### src/rtl/aos_stream_pkg.sv
// Shared definitions for the AOS stream adapters: burst-length width, beat
// counter type and the zero-means-one burst length rule.
package aos_stream_pkg;

    localparam int BURST_LEN_W = 16;

    typedef logic [BURST_LEN_W-1:0] beat_cnt_t;

    // A configured length of zero behaves as single-beat bursts.
    function automatic beat_cnt_t eff_burst_len(input beat_cnt_t len);
        return (len == '0) ? beat_cnt_t'(1) : len;
    endfunction

endpackage

### src/rtl/stream_skid_buf.sv
// Circular register buffer: push writes the tail, pop retires the head, and
// the head entry is always presented so the consumer sees registered data.
module stream_skid_buf #(
    parameter  int WIDTH = 32,
    parameter  int DEPTH = 2,
    localparam int CNT_W = $clog2(DEPTH + 1),
    localparam int PTR_W = (DEPTH > 1) ? $clog2(DEPTH) : 1
) (
    input  logic             clock,
    input  logic             reset_n,
    input  logic             push_i,
    input  logic [WIDTH-1:0] push_data_i,
    input  logic             pop_i,
    output logic [WIDTH-1:0] head_data_o,
    output logic [CNT_W-1:0] count_o
);

    logic [WIDTH-1:0] mem_q [DEPTH];
    logic [PTR_W-1:0] head_q, head_d;
    logic [PTR_W-1:0] tail_q, tail_d;
    logic [CNT_W-1:0] count_q, count_d;
    logic [DEPTH-1:0] wr_en;

    function automatic logic [PTR_W-1:0] ptr_inc(input logic [PTR_W-1:0] p);
        return (p == PTR_W'(DEPTH - 1)) ? '0 : p + 1'b1;
    endfunction

    generate
        for (genvar gi = 0; gi < DEPTH; gi++) begin : g_wr_en
            assign wr_en[gi] = push_i && (tail_q == PTR_W'(gi));
        end
    endgenerate

    always_comb begin
        head_d  = pop_i  ? ptr_inc(head_q) : head_q;
        tail_d  = push_i ? ptr_inc(tail_q) : tail_q;
        count_d = count_q;
        case ({push_i, pop_i})
            2'b10:   count_d = count_q + 1'b1;
            2'b01:   count_d = count_q - 1'b1;
            default: count_d = count_q;
        endcase
    end

    always_ff @(posedge clock or negedge reset_n) begin
        if (!reset_n) begin
            head_q  <= '0;
            tail_q  <= '0;
            count_q <= '0;
            for (int i = 0; i < DEPTH; i++) begin
                mem_q[i] <= '0;
            end
        end else begin
            head_q  <= head_d;
            tail_q  <= tail_d;
            count_q <= count_d;
            for (int i = 0; i < DEPTH; i++) begin
                if (wr_en[i]) begin
                    mem_q[i] <= push_data_i;
                end
            end
        end
    end

    assign head_data_o = mem_q[head_q];
    assign count_o     = count_q;

    // The issuer reserves space before reading, so overflow/underflow mean a bug upstream.
    a_no_overflow: assert property (@(posedge clock) disable iff (!reset_n)
        push_i |-> (count_q != CNT_W'(DEPTH)));
    a_no_underflow: assert property (@(posedge clock) disable iff (!reset_n)
        pop_i |-> (count_q != '0));

endmodule

### src/rtl/hull_fifo_reader.sv
// Drains a HullFIFO read port into a registered valid/ready stream with
// m_last framing every cfg_burst_len beats, for read latency 0 or 1.
module hull_fifo_reader
    import aos_stream_pkg::*;
#(
    parameter  int WIDTH      = 32,
    parameter  int RD_LATENCY = 0,
    localparam int BUF_DEPTH  = 2 + RD_LATENCY
) (
    input  logic                   clock,
    input  logic                   reset_n,
    input  logic [WIDTH-1:0]       fifo_q,
    input  logic                   fifo_empty,
    output logic                   fifo_rdreq,
    input  logic [BURST_LEN_W-1:0] cfg_burst_len,
    output logic                   m_valid,
    output logic [WIDTH-1:0]       m_data,
    output logic                   m_last,
    input  logic                   m_ready,
    output logic                   busy
);

    localparam int CNT_W = $clog2(BUF_DEPTH + 1);

    logic [CNT_W-1:0] count;
    logic [CNT_W:0]   occupancy;
    logic             inflight;
    logic             push;
    logic [WIDTH-1:0] push_data;
    logic [WIDTH-1:0] head_data;
    logic             handshake;
    beat_cnt_t        beat_cnt_q, beat_cnt_d;
    beat_cnt_t        len_q, len_d;
    beat_cnt_t        eff_len;

    generate
        if (RD_LATENCY == 0) begin : g_lat0
            assign inflight  = 1'b0;
            assign push      = fifo_rdreq;
            assign push_data = fifo_q;
        end else if (RD_LATENCY == 1) begin : g_lat1
            logic inflight_q;
            // A back-to-back read keeps one word in flight every cycle.
            always_ff @(posedge clock or negedge reset_n) begin
                if (!reset_n) begin
                    inflight_q <= 1'b0;
                end else begin
                    inflight_q <= fifo_rdreq;
                end
            end
            assign inflight  = inflight_q;
            assign push      = inflight_q;
            assign push_data = fifo_q;
        end else begin : g_bad_latency
            $error("hull_fifo_reader: RD_LATENCY must be 0 or 1");
            assign inflight  = 1'b0;
            assign push      = 1'b0;
            assign push_data = '0;
        end
    endgenerate

    // Reserve a buffer slot for every word already requested, independent of m_ready.
    assign occupancy  = {1'b0, count} + {{CNT_W{1'b0}}, inflight};
    assign fifo_rdreq = reset_n && !fifo_empty && (occupancy < (CNT_W + 1)'(BUF_DEPTH));

    stream_skid_buf #(
        .WIDTH (WIDTH),
        .DEPTH (BUF_DEPTH)
    ) u_buf (
        .clock       (clock),
        .reset_n     (reset_n),
        .push_i      (push),
        .push_data_i (push_data),
        .pop_i       (handshake),
        .head_data_o (head_data),
        .count_o     (count)
    );

    assign m_valid   = (count != '0);
    assign m_data    = head_data;
    assign handshake = m_valid && m_ready;

    // The burst length is sampled only at the first beat of a burst.
    assign eff_len = (beat_cnt_q == '0) ? eff_burst_len(cfg_burst_len) : len_q;
    assign m_last  = m_valid && (beat_cnt_q == eff_len - 1'b1);

    always_comb begin
        beat_cnt_d = beat_cnt_q;
        len_d      = len_q;
        if (handshake) begin
            if (beat_cnt_q == '0) begin
                len_d = eff_burst_len(cfg_burst_len);
            end
            beat_cnt_d = m_last ? '0 : beat_cnt_q + 1'b1;
        end
    end

    always_ff @(posedge clock or negedge reset_n) begin
        if (!reset_n) begin
            beat_cnt_q <= '0;
            len_q      <= beat_cnt_t'(1);
        end else begin
            beat_cnt_q <= beat_cnt_d;
            len_q      <= len_d;
        end
    end

    assign busy = (beat_cnt_q != '0) || (count != '0) || inflight;

endmodule

### config.mk
export PLATFORM = sky130hd
export DESIGN_NAME = hull_fifo_reader
export DESIGN_NICKNAME = d
export VERILOG_FILES = /design/src/rtl/aos_stream_pkg.sv /design/src/rtl/stream_skid_buf.sv /design/src/rtl/hull_fifo_reader.sv
export SDC_FILE = /design/constraint.sdc
export NUM_CORES = 1
export LEC_CHECK = 0
export BUFFER_PORTS_ARGS = -buffer_cell sky130_fd_sc_hd__buf_2
export CAP_MARGIN = 0
export CORE_AREA = 2 2 104 106
export DETAILED_ROUTE_END_ITERATION = 10
export DIE_AREA = 0 0 106 108
export PLACE_DENSITY_LB_ADDON = 0.12
export SYNTH_ARGS = -nofsm -noshare
export SYNTH_HDL_FRONTEND = slang
export SYNTH_HIERARCHICAL = 1
export SYNTH_SLANG_ARGS = --single-unit
### constraint.sdc
create_clock -name clock -period 4.2 [get_ports clock]
set_input_delay 0.42 -clock clock [delete_from_list [all_inputs] [get_ports clock]]
set_output_delay 0.42 -clock clock [all_outputs]
set_load 0.05 [all_outputs]
==> impl_metrics.tcl, run 1 <==
set metrics [dict create \
    finClkSkew_ps 10.8 \
    synthArstFlopShare_pct 100 \
    cts-root-buf "clkbuf_8" \
    layout-drive-gt1-share_pct 46.9 \
    die-area_um2 11400 \
    first_global_vias 4354 \
    insertion_delay_ps 380 \
    endpoint_kind "primary output" \
    pwr-share-comb_pct 51.8 \
    wl_mm 13.0 \
    overflow 0 \
    synth_seq_cells 100 \
    clkSinkCount 100 \
    path_clk_slew_ps 100 \
    rows 37 \
    detailedPlacementHpwl_mm 9.48 \
    post_synth.cell_area_avg_um2 11.4 \
    dr.first_iter.drc_count 197 \
    die_w_um 106 \
    power_density_nw_per_um2 645 \
    cts_buffer_depth 2 \
    yosys_most_used_dff "dfrtp_1" \
    antenna_cells 0 \
    cp_max_fo 6 \
    maxCapViolations 0 \
    cp-start-kind "register" \
    grt_pass1_wl_mm 21.3 \
    hold_violations 0 \
    finalPower_mw 4.39 \
    synth_nets 561 \
    grt_max_degree 75 \
    synth.yosys.seq_area_share_pct 43.7 \
    final_max_slew_viol_count 0 \
    worstMarginPinSlew_ps 946 \
    place.gp.congestion 0.873 \
    net-switching-power_mw 1.98 \
    yosysTopAreaCell "dfrtp_1" \
    stdcell_count 759 \
    core_area_um2 10200 \
    htreeDepth 3 \
    first_pass_iters 4 \
    port_buffers 87 \
    io_pins 88 \
    drc_errors 0 \
    routedWlPerCell_um 17.1 \
    fp.dieH_um 108 \
    rsz0062_at_grt "true" \
    ys_warn_count 6 \
    p_leak_nw 3.14 \
    cts_buffers 9 \
    worst_slack_ps 100 \
    syn-instance-count 505 \
    final_nets 674 \
    areaGrowthSynthToFinish_pct 18.6 \
    vdd_drop_max_uv 486 \
    antenna_found_initial 0 \
    start_util_pct 56.0 \
    cts_tree "yes" \
    status "complete, no violations" \
    worstPathArrival_ps 3680 \
    required_ps 3780 \
    switching_share_pct 45.1 \
    fmax_ghz 0.244 \
    fin_crit_sh_pct 97.6 \
    ys_types 67 \
    viasPerCell 5.69 \
    clkPwrFrac_pct 13.2 \
    synth_area_leaders "dfrtp_1 43%, mux2_2 21%, xor2_1 2.6%, xnor2_1 2.4%, nand2_1 2.0%" \
    finalSetupViolations 0 \
    min_path_type "in2reg" \
    ant_nets 0 \
    dp.cells 726 \
    synth-edff-count 0 \
    synth_area_um2 5730 \
    internal-power_mw 2.41 \
    yosysTopAreaCellShare_pct 43.2 \
    slew_headroom_pct 36.9 \
    vias 4319 \
    grt_usage_pct 24.1 \
    power_frac_seq_pct 35.0 \
    dp_slack_ps 3.70 \
    fin_crit_ps 4100 \
    crit_type "reg2out" \
]
-- worst max-delay path: stages (launching register included) --
cell,delay (ps)
dfrtp_1,490
nor4b_4,400
buf_4,200
nand4_4,120
mux2i_4,220
ha_4,170
nor4b_4,300
buf_4,180
and2_1,170
a31oi_1,90
nand2_1,90
nand3_1,80
a211o_1,360
nor3_4,230
buf_6,190
-- power groups by stage --
stage	sequential (mW)	combinational (mW)	clock [mW]
after floorplan	1.49	1.84	0
after global placement	1.52	2.21	0
after detailed placement	1.56	2.25	0
after CTS	1.54	2.28	0.605
after global routing	1.59	2.42	0.635
final	1.54	2.27	0.578
-- Yosys cell counts, drive strengths merged, types with 7 or more instances --
cell      n
inv       8
nand3    15
o21ai    16
nor3     17
nor4      9
nor2     34
a21oi    10
nand4     8
clkbuf    8
mux2i     8
buf      20
dfrtp    99
xor2     17
nand2    32
xnor2    16
or3       7
mux2    111
-- routing by layer --
metal | global-route usage [%] | vias up | wire length [um]
met1 | 30.2 | 2114 | 5480
met2 | 40.3 | 116 | 6400
met4 | 8.83 | 0 | 234
li1 | - | 2068 | -
met5 | 0 | - | 0
met3 | 6.57 | 21 | 871
-- flip-flops by register name (all words and copies together), names as in the netlist --
register       count
u_buf/tail_q       1
u_buf/count_o      2
len_q             16
u_buf/mem_q       64
beat_cnt_q        16
u_buf/head_q       1
-- cells in the final DEF (no fill, tap or decap), drive strengths merged, types with 9 or more instances in the layout --
master | synthesis | layout
nand3 | 15 | 15
clkbuf | 8 | 12
nand2 | 32 | 32
nor2 | 34 | 34
xnor2 | 16 | 16
xor2 | 17 | 17
buf | 20 | 129
nor3 | 17 | 17
o21ai | 16 | 16
dfrtp | 99 | 99
mux2 | 111 | 111
a21oi | 10 | 10
nor4 | 9 | 9
inv | 8 | 10
-- path summary, 6_finish.rpt --
kind / start / to / slack (ps) / cells past startpoint
setup / recovery: beat_cnt_q[5] / m_last / 100 / 14
hold / removal: fifo_q[5] / u_buf/mem_q[37] / 270 / 2
setup reg to reg: beat_cnt_q[5] / beat_cnt_q[15] / 280 / 17
hold reg to reg: u_buf/mem_q[37] / u_buf/mem_q[37] / 490 / 1
max in group asynchronous: reset_n / u_buf/mem_q[59] / 2460 / 3
min in group asynchronous: reset_n / u_buf/mem_q[6] / 470 / 2
-- per-stage QoR --
step | cell area, um2 | hold slack [ps] | utilization, % | setup TNS, ps
2_1_floorplan | 5740 | 124 | - | 0
3_3_place_gp | 6380 | 341 | 62.4 | 0
3_5_place_dp | 6380 | 344 | 62.4 | 0
4_1_cts | 6740 | 241 | 65.8 | 0
5_1_grt | 6800 | 250 | 66.5 | -127
6_report | 6800 | 268 | 66.5 | 0
-- cell type report --
cell class / instances / area [um2]
Clock buffer: 12 / 145
Multi-Input combinational cell: 369 / 3140
Inverter: 8 / 30.0
Sequential cell: 100 / 2500
Tap cell: 136 / 170
Clock inverter: 4 / 32.5
Timing Repair Buffer: 130 / 782
Fill cell: 835 / 3430
-- repair_timing --
action / 4_1_cts / 5_1_grt
gates resized for setup: 17 / 5
pin swaps: 11 / 10
hold buffers: 1 / 0
setup buffers: 12 / 4
hold endpoints to repair: 26 / 0
setup endpoints to repair: 1 / 1
-- logic make-up (layout without fill, tap and decap cells) --
group | after synthesis | after routing | share of synthesized area [%]
xor+xnor | 33 | 33 | 5.04
simple gates | 154 | 154 | 16.3
flops | 100 | 100 | 43.7
mux | 120 | 120 | 23.7
fa+ha+maj | 4 | 4 | 0.873
buf+inv | 36 | 154 | 3.58
compound gates | 58 | 58 | 6.90
(Power assumes the default switching activity.)
==> run 2, diff against run 1 <==
Settings changed: CORE_AREA 2 2 104 106 to 2 2 101 103, DIE_AREA 0 0 106 108 to 0 0 103 105, RECOVER_POWER from default to 50, SYNTH_HIERARCHICAL 1 to default.
==> impl_metrics.tcl, run 2 <==
set metrics [dict create \
    yosys.area_share.simple_pct 12.9 \
    cts_buffer_depth 2 \
    synth.yosys.seq_area_share_pct 46.1 \
    htreeDepth 3 \
    clkSinkCount 100 \
    reg2reg_to "beat_cnt_q[13]" \
    detailedPlacementHpwl_mm 8.43 \
    place.gp.congestion 0.841 \
    start_util_pct 56.3 \
    critical_path.slowest_cell "dfrtp_1" \
    ant_nets 0 \
    fp.dieH_um 105 \
    slew_headroom_pct -73.9 \
    grt_max_degree 53 \
    fin_crit_sh_pct 99.6 \
    reg2regPathDepth 21 \
    synth.area.mux_share_pct 26.3 \
    switching_share_pct 44.9 \
    crit_type "reg2out" \
    first_global_vias 4168 \
    synthXorXnorAreaFrac_pct 5.97 \
    whs_ps 295 \
    path_cells "inv_2, ha_4, nor4b_4, nand4_2, buf_6, buf_4, mux2i_4, ha_4, or2b_4, nor2_2, mux2i_1, mux2_4, o221a_4, o22ai_2, nand4_1, nor4_4, buf_6" \
    pwr-share-comb_pct 54.1 \
    insertion_delay_ps 360 \
    dr.first_iter.drc_count 177 \
    cp_max_fo 4 \
    worstPathArrival_ps 3760 \
    maxCapViolations 1 \
    clkPwrFrac_pct 12.8 \
    hold_violations 0 \
    rsz0062_at_grt "true" \
    min_path_type "in2reg" \
    path_clk_slew_ps 100 \
    finalSetupViolations 0 \
    first_pass_iters 4 \
    critPathMaxStageDelay_ps 410 \
    synth_compound_area_share_pct 4.77 \
    required_ps 3780 \
    final_nets 611 \
    tns_ps 0 \
    status "complete, but fails checks" \
    final_max_slew_viol_count 52 \
    port_buffers 87 \
    most-common-layout-cells "107 x mux2_2, 99 x dfrtp_1, 85 x buf_2, 23 x xnor2_1, 23 x buf_4" \
    synth-edff-count 0 \
    io_pins 88 \
    areaGrowthSynthToFinish_pct 18.3 \
    synthAdderAreaFrac_pct 0.922 \
    viasPerCell 5.56 \
    syn-instance-count 453 \
    synth_top_family_by_area "multiplexers" \
    grt_usage_pct 23.1 \
    post_synth.cell_area_avg_um2 12.0 \
    grt_pass1_wl_mm 19.7 \
    net-switching-power_mw 2.15 \
    finalPower_mw 4.80 \
    mostFrequentLayoutCell "mux2_2" \
    routedWlPerCell_um 17.0 \
    rr_startpoint "beat_cnt_q[1]" \
    synth_common_cells "108 x mux2_2, 99 x dfrtp_1, 24 x xnor2_1, 21 x nand2_1, 19 x mux2i_1" \
    cts-root-buf "clkbuf_8" \
    yosysTopAreaCell "dfrtp_1" \
    fin_crit_ps 4180 \
    fmax_ghz 0.239 \
    vdd_drop_max_uv 542 \
    power_density_nw_per_um2 748 \
    synthArstFlopShare_pct 100 \
    synth_nets 509 \
    overflow 0 \
    cp-start-kind "register" \
    vias 3854 \
    synth_area_um2 5430 \
    violations "capacitance limit, slew limit" \
    synthMostInstantiatedCell "mux2_2" \
    ys_warn_count 0 \
    die_w_um 103 \
    synth_area_leaders "dfrtp_1 46%, mux2_2 22%, xnor2_1 3.9%, mux2i_1 3.5%, xor2_1 2.1%" \
    cp-startpoint "beat_cnt_q[1]" \
    ys_types 63 \
    power_frac_seq_pct 33.1 \
    layout-drive-gt1-share_pct 50.4 \
    endpoint_kind "primary output" \
    r2r_slack_ps 210 \
    core_area_um2 9640 \
    crit_path_end "m_last" \
    cts_tree "yes" \
    top_regs "u_buf.mem_q (64), beat_cnt_q (16), len_q (16)" \
    antenna_cells 0 \
    finClkSkew_ps 12.7 \
    cts_hold_buf 0 \
    wl_mm 11.8 \
    antenna_found_initial 0 \
    largest_reg_flops 64 \
    rows 36 \
    cts_buffers 9 \
    yosys_most_used_dff "dfrtp_1" \
    internal-power_mw 2.65 \
    yosysTopAreaCellShare_pct 45.6 \
    die-area_um2 10800 \
    p_leak_nw 2.88 \
    worstMarginPinSlew_ps 2610 \
    regMostFlops "u_buf.mem_q" \
    synth_seq_cells 100 \
    drc_errors 0 \
]
==> run 2: changes by cell type after synthesis, moves of 6 or more <==
cell     change
xnor2_1      +8
buf_2        -9
nand2_1     -10
mux2i_1     +11
nand3_1      -8
nor2_1       -6
==> run 2: per-layer routing <==
layer	track usage (%)	vias up	wire [um]
met5	0	-	0
met4	7.61	0	161
met3	5.15	15	565
met2	37.2	93	5920
met1	30.6	1920	5170
li1	-	1826	-
==> run 2: logic make-up after synthesis <==
kind of cell               after synthesis
adders and majority gates                4
DFF                                    100
AOI/OAI and AO/OA                       38
and+or+nand+nor                        117
xor gates and xnor gates                37
buffers and inverters                   29
muxes                                  128
==> run 2: worst min-delay path by stage <==
stage	cells past startpoint	start	slack, ps	end
6_report	2	fifo_q[14]	290	u_buf.mem_q[14]
5_1_grt	2	fifo_q[23]	280	u_buf.mem_q[55]
4_1_cts	1	reset_n	80	u_buf.mem_q[59]
3_5_place_dp	1	reset_n	480	u_buf.mem_q[59]
3_3_place_gp	1	reset_n	460	u_buf.mem_q[27]
2_1_floorplan	0	reset_n	120	beat_cnt_q[0]
==> run 2: what timing repair did <==
item / 4_1_cts / 5_1_grt
endpoints found under the hold margin: 0 / 0
setup endpoints to repair: 1 / 11
resized for setup: 5 / 10
pin swaps: 2 / 5
setup buffers: 7 / 3
==> run 2: worst max-delay path, delay by kind of cell (launching register included) <==
kind / cells / cell delay, ps
and+or+nand+nor: 6 / 1190
adders and majority gates: 2 / 290
AOI/OAI and AO/OA: 2 / 330
muxes: 3 / 590
DFF: 1 / 410
buffers and inverters: 4 / 580
==> run 2: power groups by stage <==
stage | sequential (mW) | combinational [mW] | clock [mW]
finish | 1.59 | 2.60 | 0.617
global route | 1.64 | 2.78 | 0.679
CTS | 1.59 | 2.57 | 0.636
detailed placement | 1.61 | 2.54 | 0
global placement | 1.57 | 2.48 | 0
floorplan | 1.53 | 2.09 | 0
==> run 2: area by class of cell <==
type                            instances  area [um2]
Fill cell                             788        3220
Multi-Input combinational cell        324        2880
Sequential cell                       100        2500
Timing Repair Buffer                  114         654
Tap cell                              133         166
Clock buffer                           12         145
Clock inverter                          4        48.8
Inverter                                6        22.5
==> run 2: metrics by stage <==
stage               area (um2)  util, %  setup slack (ps)  std cells
floorplan                 5470        -              -287        453
global placement          6080     63.1               219        667
detailed placement        6080     63.1              91.7        667
CTS                       6350     65.9              9.84        690
global route              6420     66.6              -203        693
finish                    6420     66.6              15.6        693
==> run 3, diff against run 2 <==
Settings changed: SETUP_SLACK_MARGIN from default to 0.05.
==> impl_metrics.tcl, run 3 (synthesis results as in run 2) <==
set metrics [dict create \
    viasPerCell 5.52 \
    required_ps 3780 \
    first_global_vias 4157 \
    final_nets 610 \
    whs_ps 295 \
    wl_met2_mm 5.85 \
    cts_buffer_depth 2 \
    cp_max_fo 4 \
    dr.first_iter.drc_count 159 \
    vias 3821 \
    fin_crit_ps 4150 \
    rr_startpoint "beat_cnt_q[1]" \
    slew_headroom_pct -73.8 \
    fp.dieH_um 105 \
    mostFrequentLayoutCell "mux2_2" \
    fillers 786 \
    detailedPlacementHpwl_mm 8.43 \
    rows 36 \
    utilization_pct 66.6 \
    p_leak_nw 2.88 \
    wl_mm 11.7 \
    cts_buffers 9 \
    finClkSkew_ps 9.41 \
    fin_crit_sh_pct 98.9 \
    min_path_type "in2reg" \
    areaGrowthSynthToFinish_pct 18.3 \
    cp-startpoint "beat_cnt_q[1]" \
    drc_errors 0 \
    final_max_slew_viol_count 52 \
    place.gp.congestion 0.841 \
    violations "capacitance limit, slew limit" \
    die_w_um 103 \
    top_layer "met4" \
    antenna_cells 0 \
    io_pins 88 \
    fmax_ghz 0.241 \
    worst_slack_ps 45.7 \
    grt_usage_pct 23.2 \
    start_util_pct 56.3 \
    largest_reg_flops 64 \
    hold_violations 0 \
    path_cells "inv_2, ha_4, nor4b_4, nand4_2, buf_4, buf_4, mux2i_4, ha_4, or2b_1, nor2_2, mux2i_1, mux2_4, o221a_4, o22ai_2, nand4_1, nor4_4, buf_6" \
    vdd_drop_max_uv 542 \
    htreeDepth 3 \
    dp_slack_ps 91.7 \
    regMostFlops "u_buf.mem_q" \
    die-area_um2 10800 \
    layout-drive-gt1-share_pct 50.6 \
    clkSinkCount 100 \
    insertion_delay_ps 360 \
    core_area_um2 9640 \
    finalSetupViolations 0 \
    overflow 0 \
    worstPathArrival_ps 3730 \
    rsz0062_at_grt "true" \
    grt_max_degree 53 \
    grt_pass1_wl_mm 19.7 \
    power_density_nw_per_um2 749 \
    cts_tree "yes" \
    crit_type "reg2out" \
    cp-start-kind "register" \
    most-common-layout-cells "107 x mux2_2, 99 x dfrtp_1, 85 x buf_2, 23 x buf_4, 22 x xnor2_1" \
    path_clk_slew_ps 100 \
    cts-root-buf "clkbuf_8" \
    ant_nets 0 \
    critical_path.slowest_cell "dfrtp_1" \
    endpoint_kind "primary output" \
    status "complete, but fails checks" \
    port_buffers 87 \
    maxCapViolations 1 \
    dr_wl_met3_um 534 \
    tns_ps 0 \
    worstMarginPinSlew_ps 2610 \
    wl_met1_mm 5.19 \
    top_regs "u_buf.mem_q (64), beat_cnt_q (16), len_q (16)" \
    antenna_found_initial 0 \
    first_pass_iters 4 \
    critPathMaxStageDelay_ps 410 \
    routedWlPerCell_um 17.0 \
    hold_start "fifo_q[14]" \
]
==> run 3: final timing paths <==
path | slack, ps | endpoint | cells after the start
setup / recovery | 50 | m_last | 17
hold / removal | 300 | u_buf.mem_q[14] | 2
setup reg to reg | 340 | beat_cnt_q[2] | 19
hold reg to reg | 510 | u_buf.mem_q[41] | 1
max in group asynchronous | 960 | u_buf.mem_q[42] | 2
min in group asynchronous | 870 | u_buf.mem_q[61] | 1
==> run 3: critical path: cells and delay by family (launching register included) <==
family	cells	cell delay [ps]
compound gates	2	310
fa+ha+maj	2	290
buf+inv	4	590
flops	1	410
mux	3	590
simple gates	6	1170
==> run 3: cell type report <==
class,instances,area (um2),share of cell area (%)
Clock buffer,12,145,2.26
Clock inverter,4,48.8,0.760
Inverter,6,22.5,0.351
Multi-Input combinational cell,324,2890,45.0
Sequential cell,100,2500,39.0
Tap cell,133,166,2.59
Timing Repair Buffer,113,643,10.0
==> run 3: layer usage <==
metal,vias up,global-route usage [%]
met5,-,0
met4,0,7.42
met3,14,5.08
met2,81,37.3
met1,1906,30.9
li1,1820,-
==> run 3: through the flow <==
stage / instance area (um2) / std cells / total power, mW
after floorplan: 5470 / 453 / 3.62
after global placement: 6080 / 667 / 4.05
after detailed placement: 6080 / 667 / 4.15
after CTS: 6360 / 690 / 4.80
after global routing: 6420 / 692 / 5.10
final: 6420 / 692 / 4.81
==> run 3: what timing repair did <==
item / 4_1_cts / 5_1_grt
resized for setup: 7 / 9
pin swaps: 3 / 5
endpoints found under the setup margin: 1 / 11
hold buffers: 0 / 0
buffers inserted: 7 / 3
==> run 3: power breakdown <==
part / switching (mW) / total [mW] / internal, mW
registers: 0.237 / 1.59 / 1.35
logic: 1.59 / 2.60 / 1.01
clock network: 0.327 / 0.620 / 0.293
total: 2.16 / 4.81 / 2.65
